--- config.mk ---
export PLATFORM = sky130hd
export DESIGN_NAME = elevator_group_ctrl
export DESIGN_NICKNAME = d
export VERILOG_FILES = /design/src/rtl/elevator_pkg.sv /design/src/rtl/elevator_car.sv /design/src/rtl/elevator_group_ctrl.sv
export SDC_FILE = /design/constraint.sdc
export NUM_CORES = 1
export LEC_CHECK = 0
export CORE_MARGIN = 1.5
export CORE_UTILIZATION = 55
export DETAILED_ROUTE_END_ITERATION = 10
export DONT_BUFFER_PORTS = 1
export GPL_ROUTABILITY_DRIVEN = 0
export PLACE_DENSITY = 0.7
export SETUP_SLACK_MARGIN = 0.4
export SLEW_MARGIN = 20
export SYNTH_ARGS = -nofsm -noshare
export SYNTH_HDL_FRONTEND = slang
export SYNTH_HIERARCHICAL = 1
export SYNTH_SLANG_ARGS = --single-unit
--- constraint.sdc ---
create_clock -name clk -period 15.1 [get_ports clk]
set_input_delay 0.755 -clock clk [delete_from_list [all_inputs] [get_ports clk]]
set_output_delay 0.755 -clock clk [all_outputs]
set_load 0.1 [all_outputs]
--- src/rtl/elevator_pkg.sv ---
// elevator_pkg
// Shared types, constants and helpers for the elevator group controller.
//   car_state_e  : per-car FSM state encoding
//   PARK_TIMEOUT : idle cycles before an empty car returns to floor 0.
//                  Only used when ELEV_PARK_EN is defined.
//   floor_dist   : absolute floor distance used by the dispatcher
package elevator_pkg;

    typedef enum logic [1:0] {
        IDLE      = 2'd0,
        MOVE_UP   = 2'd1,
        MOVE_DOWN = 2'd2,
        DOOR_OPEN = 2'd3
    } car_state_e;

    localparam int PARK_TIMEOUT = 16;

    function automatic int floor_dist(input int a, input int b);
        return (a > b) ? (a - b) : (b - a);
    endfunction

endpackage

--- src/rtl/elevator_car.sv ---
// elevator_car
// One elevator car. It holds a SCAN-style FSM, a stop mask, a shared
// travel/door counter and, optionally, park-to-ground logic.
// Optional macro: ELEV_PARK_EN. When it is defined, a car that has been idle
// with an empty mask for PARK_TIMEOUT cycles moves down to floor 0 with its
// door kept closed.
// Ports:
//   clk, rst   : clock and synchronous active-high reset
//   set_en     : add a stop at set_floor on this edge
//   set_floor  : floor index of the stop to add
//   floor      : current floor
//   moving     : car is in MOVE_UP or MOVE_DOWN
//   dir_up     : last or current travel direction is up
//   door_open  : car is in DOOR_OPEN
//   mask       : pending stop mask, one bit per floor
module elevator_car
    import elevator_pkg::*;
#(
    parameter int NUM_FLOORS  = 8,
    parameter int MOVE_CYCLES = 2,
    parameter int DOOR_CYCLES = 4,
    localparam int FW = $clog2(NUM_FLOORS)
) (
    input  logic                  clk,
    input  logic                  rst,
    input  logic                  set_en,
    input  logic [FW-1:0]         set_floor,
    output logic [FW-1:0]         floor,
    output logic                  moving,
    output logic                  dir_up,
    output logic                  door_open,
    output logic [NUM_FLOORS-1:0] mask
);

    localparam int MAXC = (MOVE_CYCLES > DOOR_CYCLES) ? MOVE_CYCLES : DOOR_CYCLES;
    localparam int CW   = $clog2(MAXC + 1);
    localparam logic [CW-1:0] MOVE_LAST = CW'(MOVE_CYCLES - 1);
    localparam logic [CW-1:0] DOOR_LAST = CW'(DOOR_CYCLES - 1);
    localparam logic [FW-1:0] TOP_FLOOR = FW'(NUM_FLOORS - 1);

    car_state_e            state, state_n;
    logic [FW-1:0]         cur_floor, floor_n;
    logic [CW-1:0]         cnt, cnt_n;
    logic                  dir_q, dir_n;
    logic [NUM_FLOORS-1:0] stops, set_vec, clr_vec;
    logic                  clr_en, decide;
    logic [FW-1:0]         eval_f;
    logic                  eval_here, eval_above, eval_below;

`ifdef ELEV_PARK_EN
    localparam int IW = $clog2(PARK_TIMEOUT);
    localparam logic [IW-1:0] PARK_LAST = IW'(PARK_TIMEOUT - 1);
    logic          parking, park_n;
    logic [IW-1:0] idle_cnt;
`endif

    function automatic logic stops_above(input logic [NUM_FLOORS-1:0] m,
                                         input logic [FW-1:0] f);
        logic r;
        r = 1'b0;
        for (int i = 0; i < NUM_FLOORS; i++)
            if (m[i] && (i > int'(f))) r = 1'b1;
        return r;
    endfunction

    function automatic logic stops_below(input logic [NUM_FLOORS-1:0] m,
                                         input logic [FW-1:0] f);
        logic r;
        r = 1'b0;
        for (int i = 0; i < NUM_FLOORS; i++)
            if (m[i] && (i < int'(f))) r = 1'b1;
        return r;
    endfunction

    // The floor where the next decision is taken. For a moving car this is
    // the floor it is about to arrive at. For a stationary car it is the
    // floor it is on. The range guards keep the car inside the building.
    always_comb begin
        eval_f = cur_floor;
        if (state == MOVE_UP && cur_floor != TOP_FLOOR)
            eval_f = cur_floor + FW'(1);
        else if (state == MOVE_DOWN && cur_floor != '0)
            eval_f = cur_floor - FW'(1);
    end

    assign eval_here  = stops[eval_f];
    assign eval_above = stops_above(stops, eval_f);
    assign eval_below = stops_below(stops, eval_f);

    // Next-state logic. Arrival at a floor and the end of the door dwell
    // share one decision. That decision serves the current floor first, so a
    // request made while the door is open reopens the door. Otherwise the car
    // keeps its direction while stops lie ahead and reverses only when all
    // remaining stops are behind it.
    always_comb begin
        state_n = state;
        floor_n = cur_floor;
        cnt_n   = cnt;
        dir_n   = dir_q;
        clr_en  = 1'b0;
        decide  = 1'b0;
`ifdef ELEV_PARK_EN
        park_n  = parking;
`endif
        case (state)
            IDLE: begin
                if (eval_here) begin
                    state_n = DOOR_OPEN;
                    cnt_n   = '0;
                    clr_en  = 1'b1;
                end else if (eval_above) begin
                    state_n = MOVE_UP;
                    dir_n   = 1'b1;
                    cnt_n   = '0;
                end else if (eval_below) begin
                    state_n = MOVE_DOWN;
                    dir_n   = 1'b0;
                    cnt_n   = '0;
                end
`ifdef ELEV_PARK_EN
                else if (idle_cnt == PARK_LAST && cur_floor != '0) begin
                    state_n = MOVE_DOWN;
                    dir_n   = 1'b0;
                    cnt_n   = '0;
                    park_n  = 1'b1;
                end
`endif
            end
            MOVE_UP, MOVE_DOWN: begin
                if (cnt == MOVE_LAST) begin
                    floor_n = eval_f;
                    cnt_n   = '0;
                    decide  = 1'b1;
`ifdef ELEV_PARK_EN
                    if (stops != '0) park_n = 1'b0;
`endif
                end else begin
                    cnt_n = cnt + CW'(1);
                end
            end
            DOOR_OPEN: begin
                if (cnt == DOOR_LAST) begin
                    cnt_n  = '0;
                    decide = 1'b1;
                end else begin
                    cnt_n = cnt + CW'(1);
                end
            end
            default: state_n = IDLE;
        endcase

        if (decide) begin
            if (eval_here) begin
                state_n = DOOR_OPEN;
                clr_en  = 1'b1;
            end else if (dir_q ? eval_above : eval_below) begin
                state_n = dir_q ? MOVE_UP : MOVE_DOWN;
            end else if (dir_q ? eval_below : eval_above) begin
                state_n = dir_q ? MOVE_DOWN : MOVE_UP;
                dir_n   = ~dir_q;
            end
`ifdef ELEV_PARK_EN
            else if (park_n && eval_f != '0) begin
                state_n = MOVE_DOWN;
            end
`endif
            else begin
                state_n = IDLE;
            end
        end

`ifdef ELEV_PARK_EN
        if (state_n != MOVE_DOWN) park_n = 1'b0;
`endif
    end

    // The clear is applied after the set. If both hit the same bit in one
    // cycle, the door opening counts as serving that request.
    assign set_vec = set_en ? (NUM_FLOORS'(1) << set_floor) : '0;
    assign clr_vec = clr_en ? (NUM_FLOORS'(1) << eval_f)    : '0;

    always_ff @(posedge clk) begin
        if (rst) begin
            state     <= IDLE;
            cur_floor <= '0;
            cnt       <= '0;
            dir_q     <= 1'b1;
            stops     <= '0;
        end else begin
            state     <= state_n;
            cur_floor <= floor_n;
            cnt       <= cnt_n;
            dir_q     <= dir_n;
            stops     <= (stops | set_vec) & ~clr_vec;
        end
    end

`ifdef ELEV_PARK_EN
    // Counts consecutive idle cycles with nothing to do. The count saturates
    // so that a car already on floor 0 does not wrap around.
    always_ff @(posedge clk) begin
        if (rst) begin
            idle_cnt <= '0;
            parking  <= 1'b0;
        end else begin
            parking <= park_n;
            if (state == IDLE && state_n == IDLE && stops == '0)
                idle_cnt <= (idle_cnt == PARK_LAST) ? idle_cnt : idle_cnt + IW'(1);
            else
                idle_cnt <= '0;
        end
    end
`endif

    assign floor     = cur_floor;
    assign moving    = (state == MOVE_UP) || (state == MOVE_DOWN);
    assign dir_up    = dir_q;
    assign door_open = (state == DOOR_OPEN);
    assign mask      = stops;

endmodule

--- src/rtl/elevator_group_ctrl.sv ---
// elevator_group_ctrl
// Multi-car elevator group. Each hall request is given to the nearest car;
// a tie goes to the lowest car index. A request for a floor that is already
// pending in any car is absorbed. A request for an out-of-range floor is
// dropped and flagged on req_err.
// Optional macro: ELEV_PARK_EN. It enables the park-to-ground behaviour in
// every car.
// Ports:
//   clk, rst   : clock and synchronous active-high reset
//   req_valid  : hall request valid
//   req_floor  : requested floor index
//   req_ready  : request accept, low only while rst is high
//   req_err    : one-cycle pulse after an out-of-range request is accepted
//   car_floor  : current floor per car, car i at [i*FW +: FW]
//   car_moving : car is travelling
//   car_dir_up : last or current direction is up
//   door_open  : car door is open
module elevator_group_ctrl
    import elevator_pkg::*;
#(
    parameter int NUM_CARS    = 3,
    parameter int NUM_FLOORS  = 8,
    parameter int MOVE_CYCLES = 2,
    parameter int DOOR_CYCLES = 4,
    localparam int FW = $clog2(NUM_FLOORS)
) (
    input  logic                   clk,
    input  logic                   rst,
    input  logic                   req_valid,
    input  logic [FW-1:0]          req_floor,
    output logic                   req_ready,
    output logic                   req_err,
    output logic [NUM_CARS*FW-1:0] car_floor,
    output logic [NUM_CARS-1:0]    car_moving,
    output logic [NUM_CARS-1:0]    car_dir_up,
    output logic [NUM_CARS-1:0]    door_open
);

    logic [FW-1:0]         floor_arr [NUM_CARS];
    logic [NUM_FLOORS-1:0] mask_arr  [NUM_CARS];
    logic [NUM_CARS-1:0]   set_en;
    logic                  accept, in_range, absorbed;
    int                    best_idx, best_d;

    assign req_ready = ~rst;
    assign accept    = req_valid & req_ready;
    assign in_range  = int'(req_floor) < NUM_FLOORS;

    // Dispatcher. It uses a strict less-than, so the first car found at the
    // minimum distance keeps the request. Car state is ignored on purpose.
    always_comb begin
        absorbed = 1'b0;
        best_idx = 0;
        best_d   = NUM_FLOORS;
        for (int i = 0; i < NUM_CARS; i++) begin
            if (in_range && mask_arr[i][req_floor]) absorbed = 1'b1;
            if (floor_dist(int'(floor_arr[i]), int'(req_floor)) < best_d) begin
                best_d   = floor_dist(int'(floor_arr[i]), int'(req_floor));
                best_idx = i;
            end
        end
        for (int i = 0; i < NUM_CARS; i++)
            set_en[i] = accept & in_range & ~absorbed & (best_idx == i);
    end

    always_ff @(posedge clk) begin
        if (rst) req_err <= 1'b0;
        else     req_err <= accept & ~in_range;
    end

    for (genvar i = 0; i < NUM_CARS; i++) begin : g_car
        elevator_car #(
            .NUM_FLOORS  (NUM_FLOORS),
            .MOVE_CYCLES (MOVE_CYCLES),
            .DOOR_CYCLES (DOOR_CYCLES)
        ) u_car (
            .clk       (clk),
            .rst       (rst),
            .set_en    (set_en[i]),
            .set_floor (req_floor),
            .floor     (floor_arr[i]),
            .moving    (car_moving[i]),
            .dir_up    (car_dir_up[i]),
            .door_open (door_open[i]),
            .mask      (mask_arr[i])
        );
        assign car_floor[i*FW +: FW] = floor_arr[i];
    end

endmodule

==> results of run 1 <==
through the flow:
stage | util (%) | cell area (µm²) | hold slack (ns) | total power [W] | std cells
final | 59.9 | 5940 | 0.507 | 0.000565 | 814
after global routing | 59.9 | 5940 | 0.483 | 0.000605 | 814
after CTS | 59.9 | 5940 | 0.491 | 0.000565 | 814
after detailed placement | 58.9 | 5840 | 0.512 | 0.000479 | 806
after global placement | 58.9 | 5840 | 0.493 | 0.000471 | 806
after floorplan | - | 5690 | 0.476 | 0.000439 | 681
power by group through the flow:
stage / clock, W / sequential, W / combinational [W]
floorplan: 0 / 0.000152 / 0.000287
global placement: 0 / 0.000153 / 0.000318
detailed placement: 0 / 0.000154 / 0.000325
CTS: 0.0000885 / 0.000150 / 0.000326
global route: 0.0000944 / 0.000152 / 0.000359
finish: 0.0000857 / 0.000150 / 0.000329
kinds of logic after synthesis:
logic type | count (synthesis) | synth area share (%)
AOI/OAI and AO/OA | 200 | 27.9
xor gates and xnor gates | 3 | 0.462
adders and majority gates | 73 | 17.2
buffers and inverters | 81 | 5.89
DFF | 51 | 17.9
muxes | 34 | 6.64
other | 1 | 0.0659
and+or+nand+nor | 238 | 23.9
how the worst min path moves through the flow:
stage                           from                 endpoint  slack (ns)  cells past startpoint
2_1_floorplan  g_car[2].u_car/cnt[2]    g_car[2].u_car/cnt[2]        0.48                      2
5_1_grt                          rst  g_car[1].u_car/state[0]        0.48                      1
3_5_place_dp   g_car[0].u_car/cnt[2]    g_car[0].u_car/cnt[2]        0.51                      2
4_1_cts                          rst  g_car[2].u_car/floor[2]        0.49                      1
3_3_place_gp   g_car[2].u_car/cnt[2]    g_car[2].u_car/cnt[2]        0.49                      2
6_report                         rst  g_car[1].u_car/state[0]        0.51                      1
placed cells by master (no fill, tap or decap), drive strengths merged, types with 7 or more instances in the layout:
master,Yosys,layout
a2111oi,7,7
a211oi,21,21
a21boi,7,7
a21oi,37,37
a311oi,8,8
a31oi,20,20
and2,9,9
buf,11,10
dfxtp,51,51
fa,9,9
ha,64,64
inv,63,63
mux2,11,11
mux2i,23,23
nand2,44,44
nand2b,11,11
nand3,21,21
nand4,11,11
nor2,58,58
nor2b,23,23
nor3,16,16
nor4,8,8
o2111ai,7,7
o211ai,7,7
o21ai,25,25
o31ai,7,7
per-layer routing:
metal | track usage (%) | part of all wire [%]
met5 | 0 | 0
met4 | 5.19 | 1.2
met3 | 3.87 | 6.7
met2 | 42.3 | 47
met1 | 35.0 | 45
layout make-up:
| class | instances | area share, % |
|---|---|---|
| clock buffer | 6 | 1.39 |
| clock inverter | 2 | 0.274 |
| inverter | 63 | 3.98 |
| multi-input combinational | 549 | 73.1 |
| sequential | 51 | 17.2 |
| tap | 133 | 2.80 |
| timing repair buffer | 10 | 1.26 |
state kept, by name (all words and copies together) (netlist names):
name	flops
g_car.u_car/cnt	9
g_car.u_car/state	6
g_car.u_car/dir_up	3
g_car.u_car/floor	9
g_car.u_car/mask	24
worst max-delay path, cell delays in order:
cell	delay, ns
inv_1	0.21
fa_1	0.24
inv_1	0.05
fa_1	0.42
a31oi_2	0.30
mux2_1	0.35
nand2_1	0.07
nand3_1	0.10
ha_1	0.40
o2111ai_2	0.20
mux2i_4	0.26
mux2_4	0.33
ha_1	0.29
a211oi_1	0.24
a21oi_1	0.13
a31oi_1	0.15
o211a_1	0.26
nor2b_1	0.29
nand3_1	0.13
a221oi_1	0.23
==> flow_summary.toml, run 1 <==
[run_status]
outcome = "finished, final reports clean"

[clocking]
cts_buffers = 5
clk_latency_ns = 0.31
root_buffer = "clkbuf_8"
cts_hold_buf = 0
clockBufferDepth = 2
cts_tree = "yes"
post_cts_buffers = 0
cts.sinks = 51
path_clk_slew_ns = 0.09
ctsResizeCount = 0
h-tree-depth = 2

[global_routing]
grt_pass1_vias = 4907
overflow = 0
grt_pass1_wl_mm = 23.4
grt_max_degree = 56
antenna_found_initial = 0
grt_usage_pct = 25.5

[yosys]
synth.avg_cell_area_um2 = 8.36
synth_nets = 760
synth-seq-area-share_pct = 17.9
ys_warn_count = 6
synthTopCellsByCount = "ha_1, inv_1, nor2_1"
yosys.area.top_type_share_pct = 17.9
synth_area_leader_cell = "dfxtp_1"
synth-seq-cells = 51
synth_cell_type_count = 91
synth_edf_count = 0
yosys-top-cells-area = "dfxtp_1, ha_1, mux2i_1"
ys.flop_type = "dfxtp_1"
syn_inst = 681
synthArstFlopShare_pct = 0
synth.cell_area_um2 = 5690
yosysMostFrequentCell = "ha_1"

[power]
switchingPower_w = 0.000270
intPower_w = 0.000296
pwr-share-comb_pct = 58.2
powerDensity_nw_per_um2 = 95.2
peakVddDrop_uv = 113
swShare_pct = 47.7
leakagePower_nw = 2.25
power_frac_seq_pct = 26.6
power_frac_clock_pct = 15.2

[worst_setup_path]
end_kind = "register"
path_class = "input pin to register"
start_kind = "input pin"
reg2reg_to = "g_car[2].u_car/mask[3]"
reg2reg_from = "g_car[0].u_car/floor[0]"
cp_data_arrival_time_ns = 5.42
rr_worst_depth = 22
reg2reg_slack_ns = 9.99
cp.required_ns = 15.32
endpoint = "g_car[2].u_car/mask[3]"
startpoint = "req_floor[1]"
critPathMaxFanout = 26

[layout]
drive_above_1_share_pct = 12.2
final_nets = 759
area_growth_pct = 4.24
antennaDiodeCount = 0
multi_input_comb_area_um2 = 4340
fillers = 876
seq_area_um2 = 1020

[floorplanning]
num_rows = 36
coreArea_um2 = 9910
start_util_pct = 57.5
die-area_um2 = 11000
io_pins = 26
fp.dieW_um = 105
die_h_um = 105

[flow_run]
maxCapViolCount = 0

[timing]
rsz0062_at_grt = "no"
tns_ns = 0
fin_ws_ns = 9.89
slew-limit-headroom_pct = 25.3
slew_viol_final = 0
hold_viol = 0
tightest_slew_ns = 1.12
min_period_ns = 5.21
skew_ns = 0.00938
setup_viol = 0
clock.fmax_mhz = 192
post-route-period-util_pct = 34.5

[routing]
drc = 0
wirelength_mm = 14.0
drtIter0Drc = 539
wl_per_cell_um = 17.1
vias = 5229
drt_first_pass_iters = 6
drtAntennaViolNets = 0
viasPerCell = 6.42

[placement]
place_ws_ns = 9.59
dpl.hpwl_mm = 10.8
port_buffers = 0

[worst_hold_path]
hold_path.class = "input pin to register"
Power figures use the tool's default switching activity.
==> run 2, diff against run 1 <==
--- a/config.mk
+++ b/config.mk
@@ -5,6 +5,7 @@
 export SDC_FILE = /design/constraint.sdc
 export NUM_CORES = 1
 export LEC_CHECK = 0
+export ABC_AREA = 1
 export CORE_MARGIN = 1.5
 export CORE_UTILIZATION = 55
 export DETAILED_ROUTE_END_ITERATION = 10
==> constraint.sdc (replaced) <==
create_clock -name clk -period 5.32 [get_ports clk]
set_input_delay 0.266 -clock clk [delete_from_list [all_inputs] [get_ports clk]]
set_output_delay 0.266 -clock clk [all_outputs]
set_load 0.1 [all_outputs]
==> flow_summary.toml, run 2 <==
[global_routing]
grt_pass1_vias = 5279
grt_pass1_wl_mm = 23.3
antenna_found_initial = 0
grt_usage_pct = 25.1
grt_max_degree = 31
overflow = 0

[yosys]
ys_warn_count = 6
yosysMostFrequentCell = "nand2_1"
synth_area_leader_cell = "dfxtp_1"
synthTopCellsByCount = "nand2_1, inv_1, nor2_1"
yosys-top-cells-area = "dfxtp_1, ha_1, nand2_1"
ys.flop_type = "dfxtp_1"
syn_inst = 867
synth_nets = 946
synthArstFlopShare_pct = 0
synth.avg_cell_area_um2 = 6.67
yosys.area.top_type_share_pct = 17.7
synth_edf_count = 0
synth-seq-area-share_pct = 17.7
synth_cell_type_count = 42
synth-seq-cells = 51
synth.cell_area_um2 = 5780

[worst_setup_path]
crit_family = "adder cells"
cpPeakStageDelay_ns = 0.38
end_kind = "register"
rr_worst_depth = 24
startpoint = "g_car[1].u_car/floor[0]"
cp_data_arrival_time_ns = 4.47
cpMaxStageDelayCell = "fa_1"
path_depth = 24
start_kind = "register"
path_class = "register to register"
critPathMaxFanout = 5
reg2reg_from = "g_car[1].u_car/floor[0]"
endpoint = "g_car[2].u_car/mask[1]"
reg2reg_to = "g_car[2].u_car/mask[1]"
critPathBufInv = 5
reg2reg_slack_ns = 1.08
cp.required_ns = 5.54
worstPathCellList = "inv_1 > ha_1 > fa_1 > fa_1 > a31o_2 > o21ai_0 > inv_1 > ha_1 > inv_1 > nor3_1 > nand2_1 > nand2_2 > inv_1 > o21ai_0 > ha_1 > nand2_1 > nand2_1 > nand2_1 > nand2_1 > a21oi_1 > inv_1 > nor2_1 > a21oi_1 > nor3_1"

[floorplanning]
coreArea_um2 = 10300
start_util_pct = 56.2
fp.dieW_um = 106
die-area_um2 = 11100
num_rows = 37
io_pins = 26
die_h_um = 106

[timing]
rsz0062_at_grt = "no"
skew_ns = 0.00590
clock.fmax_mhz = 236
slew-limit-headroom_pct = 28.5
hold_viol = 0
tightest_slew_ns = 1.07
slew_viol_final = 0
setup_viol = 0
tns_ns = 0
min_period_ns = 4.24
post-route-period-util_pct = 79.8

[clocking]
cts_tree = "yes"
cts.sinks = 51
clockBufferDepth = 2
h-tree-depth = 2
cts_buffers = 5
path_clk_slew_ns = 0.09
clk_latency_ns = 0.30
root_buffer = "clkbuf_8"
post_cts_buffers = 0
cts_hold_buf = 0
ctsResizeCount = 0

[routing]
drtIter0Drc = 322
wl_per_cell_um = 13.4
wirelength_mm = 13.5
drt_first_pass_iters = 5
drtAntennaViolNets = 0
vias = 5426
drc = 0
viasPerCell = 5.36

[layout]
antennaDiodeCount = 0
largest_reg_flops = 24
utilization_pct = 58.8
drive_above_1_share_pct = 16.2
fillers = 981
final_nets = 955
mostFrequentLayoutCells = "nand2_1, inv_1, nor2_1, a21oi_1, ha_1"
final_common_cell = "nand2_1"
area_growth_pct = 4.59

[power]
leakagePower_nw = 3.07
peakVddDrop_uv = 276
powerDensity_nw_per_um2 = 423
p_total_w = 0.00256

[run_status]
outcome = "finished, final reports clean"

[worst_hold_path]
hold_path.class = "input pin to register"
hold_path.startpoint = "rst"

[placement]
port_buffers = 0
dpl.hpwl_mm = 10.7

[flow_run]
maxCapViolCount = 0
## run 2: area by class of cell
type                            count  area (µm²)  share of cell area, %
Timing Repair Buffer                9        67.6                   1.12
Tap cell                          136         170                   2.81
Clock inverter                      1        5.00                 0.0828
Clock buffer                        6        82.6                   1.37
Multi-Input combinational cell    672        4180                   69.2
Inverter                          137         518                   8.57
Sequential cell                    51        1020                   16.9
## run 2: cell families after synthesis
logic type / share of synthesized area (%)
DFF: 17.7
xor gates and xnor gates: 0.455
other: 0.0649
adders and majority gates: 17.0
muxes: 0.346
AOI/OAI and AO/OA: 12.1
and+or+nand+nor: 42.4
buffers and inverters: 10.0
## run 2: report_power, final
part	internal (W)	switching, W
registers	0.000433	0.0000449
clock network	0.000102	0.000128
logic	0.000571	0.00128
## run 2: per-layer routing
metal	vias to the layer above	track usage [%]	part of all wire (%)
li1	2800	-	-
met1	2508	29.9	44
met2	103	47.7	51
met3	15	2.04	3.5
met4	0	7.72	1.5
met5	-	0	0
## run 2: how the worst min path moves through the flow
stage | to | slack, ns | cells after the start
after floorplan | g_car[2].u_car/state[1] | 0.46 | 3
after global placement | g_car[2].u_car/state[0] | 0.34 | 1
after detailed placement | g_car[2].u_car/cnt[2] | 0.34 | 1
after CTS | g_car[1].u_car/state[0] | 0.009 | 1
after global routing | g_car[1].u_car/state[0] | 0.01 | 1
final | g_car[2].u_car/cnt[2] | 0.02 | 1
## run 2: per-stage QoR
stage	area, µm²	hold slack [ns]	cells	setup WS (ns)
final	6050	0.0210	1012	1.08
after global routing	6050	0.0126	1012	0.646
after CTS	6050	0.00861	1012	1.17
after detailed placement	5960	0.342	1005	1.20
after global placement	5960	0.342	1005	1.38
after floorplan	5780	0.465	867	0.768
==> run 3, diff against run 2 <==
==> constraint.sdc (replaced) <==
create_clock -name clk -period 3.92 [get_ports clk]
set_input_delay 0.196 -clock clk [delete_from_list [all_inputs] [get_ports clk]]
set_output_delay 0.196 -clock clk [all_outputs]
set_load 0.1 [all_outputs]
==> flow_summary.toml, run 3 (synthesis results as in run 2) <==
[timing]
skew_ns = 0.0122
setup_viol = 0
tightest_slew_ns = 1.03
slew-limit-headroom_pct = 31.4
clock.fmax_mhz = 268
finalHoldWorstSlack_ns = -0.0344
post-route-period-util_pct = 95.3
rsz0062_at_grt = "yes"
hold_viol = 17
slew_viol_final = 0
min_period_ns = 3.74

[worst_setup_path]
startpoint = "g_car[1].u_car/floor[0]"
end_kind = "register"
critPathBufInv = 5
cp.required_ns = 4.14
cp_data_arrival_time_ns = 3.96
start_kind = "register"
critPathMaxFanout = 5
rr_worst_depth = 25
path_class = "register to register"
reg2reg_from = "g_car[1].u_car/floor[0]"
reg2reg_to = "g_car[2].u_car/mask[3]"
crit_family = "adder cells"
cpPeakStageDelay_ns = 0.36
cpMaxStageDelayCell = "dfxtp_4"
reg2reg_slack_ns = 0.18

[layout]
antennaDiodeCount = 0
largest_reg_flops = 24
utilization_pct = 63.3
drive_above_1_share_pct = 24.7
stdcell_count = 1033
mostFrequentLayoutCells = "nand2_1, inv_1, nor2_1, ha_1, nand3_1"
final_common_cell = "nand2_1"
final_nets = 976
postLayoutCellArea_um2 = 6500
area_growth_pct = 12.5

[clocking]
cts_hold_buf = 6
cts.sinks = 51
root_buffer = "clkbuf_8"
h-tree-depth = 2
clockBufferDepth = 2
clk_latency_ns = 0.31
cts_buffers = 5
path_clk_slew_ns = 0.10
cts_tree = "yes"

[power]
switchingPower_w = 0.00209
swShare_pct = 56.8
peakVddDrop_uv = 529
leakagePower_nw = 3.21
power_frac_seq_pct = 17.8
power_frac_clock_pct = 8.2
intPower_w = 0.00159
powerDensity_nw_per_um2 = 566
pwr-share-comb_pct = 74.1
p_total_w = 0.00369

[floorplanning]
die-area_um2 = 11100
die_h_um = 106
coreArea_um2 = 10300
num_rows = 37
fp.dieW_um = 106
io_pins = 26
start_util_pct = 56.2

[run_status]
outcome = "complete, but fails checks"
failed_checks = "hold timing"

[routing]
drtAntennaViolNets = 0
vias = 5579
drtIter0Drc = 308
drc = 0
viasPerCell = 5.40
wirelength_mm = 14.1
wl_per_cell_um = 13.7
drt_first_pass_iters = 5

[flow_run]
maxCapViolCount = 0

[worst_hold_path]
hold_path.startpoint = "rst"
holdPathStages = 1
hold_path.class = "input pin to register"
hold_end = "g_car[0].u_car/mask[3]"

[global_routing]
grt_pass1_vias = 5449
antenna_found_initial = 0
overflow = 0
grt_usage_pct = 25.7
grt_max_degree = 31
grt_pass1_wl_mm = 23.9

[placement]
port_buffers = 0
dpl.hpwl_mm = 10.7
placedCellCount = 1012
placed_cell_area_um2 = 6060
-- run 3: how the worst max path moves through the flow --
stage                                        end  slack [ns]  cells after the start
after floorplan           g_car[1].u_car/mask[1]        0.18                     26
after global placement    g_car[1].u_car/mask[0]        0.27                     26
after detailed placement  g_car[0].u_car/mask[0]        0.14                     26
after CTS                 g_car[0].u_car/mask[0]        0.25                     26
after global routing      g_car[2].u_car/mask[4]       -0.02                     25
final                     g_car[2].u_car/mask[3]        0.18                     25
-- run 3: final cells by class --
class                   instances  area [µm²]
well taps                     136         170
clock buffers                   6        72.6
fillers                       911        3770
clock inverters                 1        6.26
multi-input cells             672        4440
flip-flops and latches         51        1040
inverters                     137         523
repair buffers                 30         255
-- run 3: power by group through the flow --
stage,Clock (W),Sequential [W],Combinational [W]
detailed placement,0,0.000664,0.00255
global route,0.000328,0.000666,0.00303
CTS,0.000309,0.000653,0.00264
floorplan,0,0.000766,0.00206
global placement,0,0.000660,0.00247
finish,0.000301,0.000655,0.00273
-- run 3: routing by layer --
layer	share of wire (%)	global-route usage, %	vias to the layer above
li1	-	-	2839
met1	44	31.4	2594
met2	50	46.7	116
met3	3.8	2.78	30
met4	1.9	8.78	0
met5	0	0	-
-- run 3: timing repair --
action                                  4_1_cts  5_1_grt
hold endpoints to repair                     23       17
pin swaps                                    22       33
endpoints found under the setup margin       24       25
gates cloned                                  0        0
resized for setup                            19       46
buffers inserted                              2        6
-- run 3: metrics by stage --
stage	setup TNS [ns]	worst slack [ns]
2_1_floorplan	0	0.184
3_3_place_gp	0	0.273
3_5_place_dp	0	0.140
4_1_cts	0	0.251
5_1_grt	-0.0497	-0.0247
6_report	0	0.184
